### src/rtl/serial_subtractor.sv
// Bit-serial subtractor: Diff = A - B - Bin, LSB first, one bit per clock.
// Start/Busy/Done handshake; results and flags hold until the next Done.
module serial_subtractor #(
  parameter int WIDTH = 8
) (
  input  logic             clk,
  input  logic             rst,
  input  logic             Start,
  input  logic [WIDTH-1:0] A,
  input  logic [WIDTH-1:0] B,
  input  logic             Bin,
  output logic             Busy,
  output logic             Done,
  output logic [WIDTH-1:0] Diff,
  output logic             Borrow,
  output logic             Zero,
  output logic             Ovf
);

  // state  | meaning
  // S_IDLE | waiting for Start, last results held
  // S_RUN  | one operand bit per cycle, counter 0..WIDTH-1
  // S_DONE | one-cycle Done pulse; Start here re-accepts back-to-back

  localparam int CW = $clog2(WIDTH);

  typedef enum logic [1:0] {
    S_IDLE = 2'd0,
    S_RUN  = 2'd1,
    S_DONE = 2'd2
  } state_t;

  state_t           r_state;
  state_t           w_state_nxt;

  logic [WIDTH-1:0] r_a_sh;
  logic [WIDTH-1:0] r_b_sh;
  logic [WIDTH-1:0] r_part;
  logic [WIDTH-1:0] r_diff;
  logic [CW-1:0]    r_cnt;
  logic             r_br;
  logic             r_a_msb;
  logic             r_b_msb;
  logic             r_borrow;
  logic             r_zero;
  logic             r_ovf;

  logic             w_a;
  logic             w_b;
  logic             w_d;
  logic             w_br_nxt;
  logic [WIDTH-1:0] w_part_nxt;
  logic             w_last;
  logic             w_accept;

  assign w_a        = r_a_sh[0];
  assign w_b        = r_b_sh[0];
  assign w_d        = w_a ^ w_b ^ r_br;
  assign w_br_nxt   = (~w_a & w_b) | (w_b & r_br) | (r_br & ~w_a);
  assign w_part_nxt = {w_d, r_part[WIDTH-1:1]};
  assign w_last     = (r_state == S_RUN) && (r_cnt == CW'(WIDTH - 1));
  // Busy is low in both IDLE and DONE, so either may accept a new operation.
  assign w_accept   = (r_state != S_RUN) && Start;

  always_ff @(posedge clk) begin
    if (rst) begin
      r_state <= S_IDLE;
    end else begin
      r_state <= w_state_nxt;
    end
  end

  always_comb begin
    w_state_nxt = r_state;
    unique case (r_state)
      S_IDLE:  if (Start) w_state_nxt = S_RUN;
      S_RUN:   if (w_last) w_state_nxt = S_DONE;
      S_DONE:  w_state_nxt = Start ? S_RUN : S_IDLE;
      default: w_state_nxt = S_IDLE;
    endcase
  end

  always_ff @(posedge clk) begin
    if (rst) begin
      r_a_sh   <= '0;
      r_b_sh   <= '0;
      r_part   <= '0;
      r_cnt    <= '0;
      r_br     <= 1'b0;
      r_a_msb  <= 1'b0;
      r_b_msb  <= 1'b0;
      r_diff   <= '0;
      r_borrow <= 1'b0;
      r_zero   <= 1'b0;
      r_ovf    <= 1'b0;
    end else if (w_accept) begin
      r_a_sh  <= A;
      r_b_sh  <= B;
      r_br    <= Bin;
      r_part  <= '0;
      r_cnt   <= '0;
      r_a_msb <= A[WIDTH-1];
      r_b_msb <= B[WIDTH-1];
    end else if (r_state == S_RUN) begin
      r_a_sh <= r_a_sh >> 1;
      r_b_sh <= r_b_sh >> 1;
      r_br   <= w_br_nxt;
      r_part <= w_part_nxt;
      r_cnt  <= r_cnt + CW'(1);
      // The bit computed on the last edge is the result MSB, so Ovf uses w_d directly.
      if (w_last) begin
        r_diff   <= w_part_nxt;
        r_borrow <= w_br_nxt;
        r_zero   <= (w_part_nxt == '0);
        r_ovf    <= (r_a_msb ^ r_b_msb) & (w_d ^ r_a_msb);
      end
    end
  end

  assign Busy   = (r_state == S_RUN);
  assign Done   = (r_state == S_DONE);
  assign Diff   = r_diff;
  assign Borrow = r_borrow;
  assign Zero   = r_zero;
  assign Ovf    = r_ovf;

endmodule

### config.mk
export PLATFORM = sky130hd
export DESIGN_NAME = serial_subtractor
export DESIGN_NICKNAME = d
export VERILOG_FILES = /design/src/rtl/serial_subtractor.sv
export SDC_FILE = /design/constraint.sdc
export NUM_CORES = 1
export LEC_CHECK = 0
export CORE_ASPECT_RATIO = 1.5
export CORE_MARGIN = 2
export CORE_UTILIZATION = 45
export DETAILED_ROUTE_END_ITERATION = 16
export HOLD_SLACK_MARGIN = 0.15
export PLACE_DENSITY_LB_ADDON = 0.12
export SLEW_MARGIN = 20
export SYNTH_ARGS = -nofsm -noshare
export SYNTH_HDL_FRONTEND = slang
export SYNTH_SLANG_ARGS = --single-unit
### constraint.sdc
create_clock -name clk -period 1.65 [get_ports clk]
set_input_delay 0.2475 -clock clk [delete_from_list [all_inputs] [get_ports clk]]
set_output_delay 0.2475 -clock clk [all_outputs]
set_load 0.05 [all_outputs]
==> results of run 1 <==
## registers in the layout (all words and copies together), names as in the netlist
signal	flops
r_state	2
r_cnt	3
Ovf	1
r_b_sh	8
r_part	7
Diff	8
Borrow	1
r_a_msb	1
r_b_msb	1
Zero	1
r_a_sh	8
r_br	1
## power groups by stage
stage	Sequential, uW	Clock [uW]	Combinational [uW]
3_3_place_gp	1110	0	261
6_report	1090	614	273
5_1_grt	1090	660	301
3_5_place_dp	1110	0	267
2_1_floorplan	1110	0	176
4_1_cts	1090	629	268
## kinds of logic (layout without fill, tap and decap cells)
kind of cell               after synthesis  after routing  share of synthesized area, %
muxes                                   17             17                          10.0
and+or+nand+nor                         67             67                          16.9
DFF                                     42             42                          49.5
adders and majority gates                3              3                          2.65
buffers and inverters                   17             50                          4.93
xor gates and xnor gates                 1              1                         0.516
AOI/OAI and AO/OA                       41             41                          15.5
## worst register-to-register path, cell delays in order (launching register included)
cell and delay (ns):
dfxtp_1 0.33, inv_1 0.05, fa_1 0.46, or3b_4 0.39, a311oi_2 0.23
## metrics by stage
stage,utilization (%),setup slack [ns],instances
global placement,56.3,0.0766,257
global route,58.8,0.0434,264
floorplan,-,0.0347,188
CTS,58.4,0.0285,264
detailed placement,56.3,0.0454,257
finish,58.8,0.119,264
## final timing paths
kind / end / cells after the start / startpoint
max: Busy / 3 / r_state[1]
min: Diff[0] / 2 / Diff[0]
max reg2reg: Ovf / 4 / r_a_sh[0]
min reg2reg: Diff[0] / 2 / Diff[0]
## metal layers
metal | vias to the layer above | global-route usage, % | part of all wire, %
met5 | - | 0 | 0
met1 | 645 | 18.8 | 42
met4 | 0 | 8.25 | 1.7
met2 | 26 | 30.8 | 52
li1 | 710 | - | -
met3 | 4 | 4.89 | 4.1
## cells in the final DEF, fill, tap and decap left out
cell,synthesis,layout
or3b_4,0,1
clkdlybuf4s50_1,0,19
nand2_1,33,33
buf_12,0,2
a21oi_1,19,19
nand3b_1,2,2
clkbuf_8,0,5
fa_1,1,1
nor2_1,21,21
clkbuf_1,5,2
nor4_1,1,1
mux2i_1,17,17
ha_1,2,2
a311oi_2,0,1
o21ai_0,2,2
dfxtp_1,42,42
buf_4,1,19
nor4b_2,0,1
a211oi_1,16,16
and3b_1,1,1
inv_1,2,2
nand2b_1,1,1
xnor2_1,1,1
inv_4,0,1
a21o_1,1,1
nor2b_1,1,1
a211oi_2,1,1
nand3_1,3,3
o22a_1,1,1
nor3_1,2,2
## final cells by class
cell class | instances | area (um2)
inverters | 3 | 13.8
multi-input cells | 129 | 790
repair buffers | 40 | 373
fillers | 344 | 1500
clock buffers | 7 | 76.3
well taps | 43 | 53.8
flip-flops and latches | 42 | 841
## timing repair
action,CTS,global route
hold endpoints to repair,0,0
setup buffers,0,0
gates resized for setup,0,4
hold buffers,0,0
setup endpoints to repair,0,3
==> flow_summary.ini, run 1 <==
[pwr]
p_int_uw = 1490
powerDensity_nw_per_um2 = 920
netSwitchingFraction_pct = 24.6
p_leak_uw = 0.000854
comb_power_share_pct = 13.8
total_power_uw = 1980
p_switching_uw = 486
seq_power_share_pct = 55.1
peakVddDrop_uv = 652
pwr-share-clk_pct = 31.1

[synthesis]
netlist.area_leader.share_pct = 49.5
ys.flop_type = dfxtp_1
yosys-top-cells-count = dfxtp_1 (42), nand2_1 (33), nor2_1 (21)
yosys_register_bits = 42
ys_seq_area_share_pct = 49.5
synth.distinct_cells = 29
syn-cell-area_um2 = 1700
syn_nets = 211
async_flop_share_pct = 0
synth_cells = 188
synthMostInstantiatedCell = dfxtp_1
synth_warnings = 0
synth_edf_count = 0
yosys.area.top_type = dfxtp_1
synthTopCellsByArea = dfxtp_1 (49%), mux2i_1 (10%), nand2_1 (7.3%), a211oi_1 (7.1%), a21oi_1 (5.6%)
synth.avg_cell_area_um2 = 9.04

[timing]
fmax_ghz = 0.653
hold_viol = 0
period_needed_ns = 1.53
fin_tns_setup_ns = 0
slew_viol_final = 0
rsz0062_at_grt = false
fin_skew_ns = 0.00676
tightest_slew_ns = 0.381
max_slew_margin_pct = 74.5
finalSetupViolations = 0
whs_ns = 0.459
finalCritPeriodShare_pct = 92.8

[cts]
clockBufferDepth = 2
cts.sinks = 42
h-tree-depth = 2
cts_buffers = 5
clock_latency_ns = 0.29
ctsRootBufferMaster = clkbuf_8
clk_pin_slew_ns = 0.08
cts_tree = built

[critical_path]
slowest_stage = dfxtp_1
crit_chain = nand2b_1 > inv_4 > buf_4
critPathArrivalTime_ns = 1.28
worst-r2r-setup-slack_ns = 0.12
cp.required_ns = 1.40
slowest_delay_ns = 0.33
worst_setup_path_start_kind = flop
cp_top_family = buffers and inverters
cp-end-kind = output port
worstSetupPathType = flop to output port
path_max_fanout = 16
cp_num_buf_inv = 2

[detailed_routing]
drc_errors = 0
wl_um = 3410
antenna_left = 0
via_per_inst = 5.25
first_pass_iters = 4
vias = 1385
wl_per_cell_um = 12.9
drt_iter0_drc = 21

[global_route]
grt_max_degree = 28
grt_pass1_wl_um = 5590
antenna_found_initial = 0
grt_pass1_vias = 1353
grt_overflow_total = 0
grt_usage_pct = 17.7

[placed_design]
placed_area_um2 = 2050
gp_congestion = 0.779
dp_hpwl_um = 2510
port_buffers = 32

[floorplan]
ios = 33
dieHeight_um = 79.3
rows = 27
start_util_pct = 46.6
core_um2 = 3650
die_x_um = 54.2
die_area_um2 = 4290

[layout]
fin_area_um2 = 2150
areaGrowthSynthToFinish_pct = 26.4
antennaDiodeCount = 0
layout-drive-gt1-share_pct = 14.0
fin_nets = 244

[flow_run]
cap_violations = 0

[outcome]
outcome = finished clean

[min_path]
hold_path.class = flop to flop
Power figures use the tool's default switching activity.
==> run 2, diff against run 1 <==
Settings changed: ABC_AREA set to 1, CORE_UTILIZATION 45 to 46.
==> run 2 against run 1 <==
Critical path depth grew 1; design area grew 8.2%; register-to-register slack gained 0.07 ns; setup slack gained 0.033 ns; first-iteration DRC count grew 120%; non-clock buffer count is the same; area after synthesis grew 6.7%; final cell count grew 25%; power grew 18%; highest routed layer unchanged.
==> flow_summary.ini, run 2 <==
[timing]
max_slew_margin_pct = 68.3
fmax_ghz = 0.668
tightest_slew_ns = 0.476
fin_tns_setup_ns = 0
hold_viol = 0
finalSetupViolations = 0
fin_skew_ns = 0.0113
finalCritPeriodShare_pct = 90.8
slew_viol_final = 0
rsz0062_at_grt = false
period_needed_ns = 1.50

[pwr]
total_power_uw = 2340
pwr-share-clk_pct = 42.7
p_int_uw = 1820
powerDensity_nw_per_um2 = 1010
p_leak_uw = 0.00108
netSwitchingFraction_pct = 22.2
peakVddDrop_uv = 709
seq_power_share_pct = 45.8
p_switching_uw = 519
comb_power_share_pct = 11.5

[min_path]
min_from = Diff[4]
hold_path.class = flop to flop

[layout]
n_fill_cell = 382
multiInputGateArea_um2 = 772
layout-drive-gt1-share_pct = 11.6
areaGrowthSynthToFinish_pct = 28.1
final_cell_mix = nand2_1 (66), nand3_1 (58), dfxtp_1 (42)
final_common_cell = nand2_1
fin_nets = 306
antennaDiodeCount = 0
seq_area_um2 = 841

[synthesis]
synth-simple-area-share_pct = 32.9
synth_edf_count = 0
synthMostInstantiatedCell = nand2_1
synthTopCellsByArea = dfxtp_1 (46%), nand3_1 (16%), nand2_1 (14%), inv_1 (5.6%), a21oi_1 (4.4%)
ys.flop_type = dfxtp_1
synth_adder_area_share_pct = 2.48
synth.distinct_cells = 19
synth_warnings = 0
syn_nets = 273
synth_compound_area_share_pct = 6.69
synthMuxAreaShare_pct = 0
yosys-top-cells-count = nand2_1 (66), nand3_1 (58), dfxtp_1 (42)
netlist.area_leader.share_pct = 46.4
syn-cell-area_um2 = 1810
synth.avg_cell_area_um2 = 7.25
ys_seq_area_share_pct = 46.4
yosys.area.top_type = dfxtp_1
synthXorXnorAreaFrac_pct = 0.483
synth_cells = 250
yosys_register_bits = 42
async_flop_share_pct = 0
synth_top_family_by_area = simple AND/OR/NAND/NOR gates

[floorplan]
die_x_um = 55.3
rows = 28
dieHeight_um = 80.9
core_um2 = 3850
ios = 33
start_util_pct = 47.0
die_area_um2 = 4470

[global_route]
grt_pass1_wl_um = 6520
grt_overflow_total = 0
grt_pass1_vias = 1514
grt_usage_pct = 18.5
antenna_found_initial = 0
grt_max_degree = 42

[critical_path]
path_max_fanout = 28
worstSetupPathType = flop to output port
cp_num_buf_inv = 3
cp-startpoint = r_state[0]
reg2reg_depth = 7
worst_setup_path_start_kind = flop
crit_path_end = Busy
cp-end-kind = output port
r2r-start = r_a_sh[0]
cp_top_family = flip-flops
r2r_end = Ovf
crit_top_cell = buf_12
critPathArrivalTime_ns = 1.25
slowest_delay_ns = 0.46
worst-r2r-setup-slack_ns = 0.19
cp.required_ns = 1.40
crit_chain = inv_2 > nor2_4 > buf_12 > buf_12
path_depth = 4
slowest_stage = dfxtp_1

[detailed_routing]
drc_errors = 0
first_pass_iters = 4
via_per_inst = 5.00
drt_iter0_drc = 46
vias = 1644
antenna_left = 0
wl_um = 3760
wl_per_cell_um = 11.4

[cts]
clock_latency_ns = 0.29
clk_pin_slew_ns = 0.09
cts_buffers = 5
cts_hold_buffers = 0
cts.sinks = 42
h-tree-depth = 2
clockBufferDepth = 2
cts_tree = built
ctsRootBufferMaster = clkbuf_8
cts_resized = 0
post_cts_buffers = 0

[placed_design]
gp_congestion = 0.727
dp_hpwl_um = 2660
port_buffers = 32

[flow_run]
cap_violations = 0

[outcome]
outcome = finished clean
## run 2: cell type report
class                           count  share of cell area, %
Sequential cell                    42                   36.2
Multi-Input combinational cell    164                   33.2
Timing Repair Buffer               40                   17.1
Inverter                           30                   4.85
Clock buffer                        6                   3.56
Clock inverter                      2                   2.59
Tap cell                           45                   2.42
## run 2: how the worst min path moves through the flow
| stage | endpoint | cells after the start | slack, ns |
|---|---|---|---|
| 6_report | Diff[4] | 2 | 0.47 |
| 5_1_grt | Diff[4] | 2 | 0.50 |
| 4_1_cts | Diff[4] | 2 | 0.47 |
| 3_5_place_dp | Diff[4] | 2 | 0.46 |
| 3_3_place_gp | Diff[4] | 2 | 0.45 |
| 2_1_floorplan | r_a_sh[7] | 2 | 0.40 |
## run 2: cell families (layout without fill, tap and decap cells)
group | Yosys count | count (layout)
compound gates | 23 | 23
xor+xnor | 1 | 1
fa+ha+maj | 3 | 3
buf+inv | 44 | 78
flops | 42 | 42
simple gates | 137 | 137
## run 2: power groups by stage
stage	sequential (uW)	clock, uW	combinational, uW
after CTS	1070	1010	274
after global routing	1070	1060	300
final	1070	997	269
after floorplan	1090	0	175
after detailed placement	1090	0	272
after global placement	1090	0	270
## run 2: worst reg2reg max path: stages, from the launching register on
cell and delay, ns:
dfxtp_1 0.35, inv_1 0.06, fa_1 0.61, inv_1 0.07, nand3_1 0.08, nand3_1 0.09, nand2_1 0.08, inv_1 0.03
## run 2: layer usage
layer | wire [um] | GRT usage (%) | vias up | share of wire [%]
li1 | - | - | 859 | -
met3 | 134 | 4.30 | 5 | 3.6
met2 | 2030 | 36.0 | 36 | 54
met1 | 1540 | 19.1 | 744 | 41
met5 | 0 | 0 | - | 0
met4 | 53 | 6.59 | 0 | 1.4
## run 2: stage by stage
stage,utilization [%],setup slack (ns),hold slack (ns),cell area (um2),std cells
2_1_floorplan,-,0.317,0.397,1810,250
3_3_place_gp,56.6,0.168,0.452,2180,321
3_5_place_dp,56.6,0.137,0.456,2180,321
4_1_cts,60.3,0.127,0.469,2320,329
5_1_grt,60.3,0.0580,0.500,2320,329
6_report,60.3,0.152,0.465,2320,329
==> run 3, diff against run 2 <==
Settings changed: CORE_UTILIZATION 46 to 50, PLACE_DENSITY set to 0.78, PLACE_DENSITY_LB_ADDON 0.12 to not set.
Clock period 1.65 ns to 1.6 ns, I/O delays scaled along.
==> run 3 against run 2 <==
Clock power fell by 16%; critical path depth rose by 3; register-to-register slack got worse by 0.03 ns; sequential share of layout area rose by 0.22 points; flip-flop and latch count did not move.
==> flow_summary.ini, run 3 (synthesis results as in run 2) <==
[critical_path]
r2r-start = r_a_sh[0]
worstSetupPathType = flop to flop
cp-end-kind = flop
cp.required_ns = 1.79
critPathArrivalTime_ns = 1.63
path_max_fanout = 4
cp-startpoint = r_a_sh[0]
worst_setup_path_start_kind = flop

[global_route]
grt_pass1_vias = 1565
grt_max_degree = 42
grt_overflow_total = 0
grt_usage_pct = 20.5
grt_pass1_wl_um = 6450
antenna_found_initial = 0

[cts]
cts_tree = built
ctsRootBufferMaster = clkbuf_8
h-tree-depth = 2
clock_latency_ns = 0.29
cts_buffers = 5
clockBufferDepth = 2
cts.sinks = 42
clk_pin_slew_ns = 0.08

[detailed_routing]
antenna_left = 0
drt_iter0_drc = 30
via_per_inst = 5.20
wl_um = 3760
first_pass_iters = 6
vias = 1696
wl_per_cell_um = 11.5
drc_errors = 0

[layout]
layout-drive-gt1-share_pct = 12.0
n_fill_cell = 314
fin_nets = 307
multiInputGateArea_um2 = 772
areaGrowthSynthToFinish_pct = 27.3
antennaDiodeCount = 0
final_cell_mix = nand2_1 (66), nand3_1 (58), dfxtp_1 (42)
final-instance-count-excl-fill = 326
seq_area_um2 = 841
final_common_cell = nand2_1

[timing]
finalSetupViolations = 0
fmax_ghz = 0.697
tightest_slew_ns = 0.456
rsz0062_at_grt = false
fin_skew_ns = 0.00494
fin_tns_setup_ns = 0
max_slew_margin_pct = 69.6
finalCritPeriodShare_pct = 89.7
period_needed_ns = 1.44
slew_viol_final = 0
hold_viol = 0
fin_ws_ns = 0.165

[placed_design]
gp_congestion = 0.783
port_buffers = 32
dp_hpwl_um = 2700
placed_cells_incl_taps = 318
dp_worst_setup_slack_ns = 0.0718

[min_path]
hold_path.class = flop to flop
min_from = Diff[2]

[floorplan]
rows = 26
ios = 33
start_util_pct = 52.6
core_um2 = 3450
dieHeight_um = 77.8
die_x_um = 53.2
die_area_um2 = 4130

[flow_run]
cap_violations = 0

[pwr]
peakVddDrop_uv = 654
powerDensity_nw_per_um2 = 964
p_leak_uw = 0.00107

[outcome]
outcome = finished clean
-- run 3: routing by layer --
| layer | up-vias | part of all wire [%] | global-route usage (%) |
|---|---|---|---|
| met5 | - | 0 | 0 |
| met4 | 0 | 2.8 | 9.49 |
| met3 | 10 | 3.8 | 4.62 |
| met2 | 45 | 51 | 36.1 |
| met1 | 775 | 42 | 22.3 |
| li1 | 866 | - | - |
-- run 3: timing repair --
item                                    in CTS  in global routing
endpoints found under the setup margin       0                  2
buffers inserted                             0                  1
hold buffers                                 0                  0
gates resized for setup                      0                  1
-- run 3: power breakdown --
group / switching, uW / internal [uW]
registers: 22.9 / 1080
logic: 152 / 136
clock network: 334 / 499
total: 509 / 1720
-- run 3: path summary, 6_finish.rpt --
check / endpoint / slack, ns / cells after the start
max: Ovf / 0.16 / 7
min: Diff[2] / 0.47 / 2
min reg2reg: Diff[2] / 0.47 / 2
max reg2reg: Ovf / 0.16 / 7
-- run 3: stage by stage --
stage | total power, uW | util, % | hold slack, ns | instance area (um2)
floorplan | 1300 | - | 0.389 | 1810
global placement | 1400 | 63.1 | 0.449 | 2180
detailed placement | 1410 | 63.1 | 0.457 | 2180
CTS | 2230 | 66.4 | 0.469 | 2290
global route | 2320 | 66.9 | 0.488 | 2310
finish | 2230 | 66.9 | 0.466 | 2310
-- run 3: layout make-up --
class	instances	share of cell area, %
inverter	30	4.88
tap	42	2.28
clock buffer	6	3.58
sequential	42	36.4
multi-input combinational	164	33.4
clock inverter	1	1.30
timing repair buffer	41	18.1
-- run 3: critical path: stages (launching register included) --
cell and delay (ns):
dfxtp_1 0.33, inv_1 0.06, fa_1 0.61, inv_1 0.07
nand3_1 0.08, nand3_1 0.09, nand2_1 0.08, inv_1 0.03
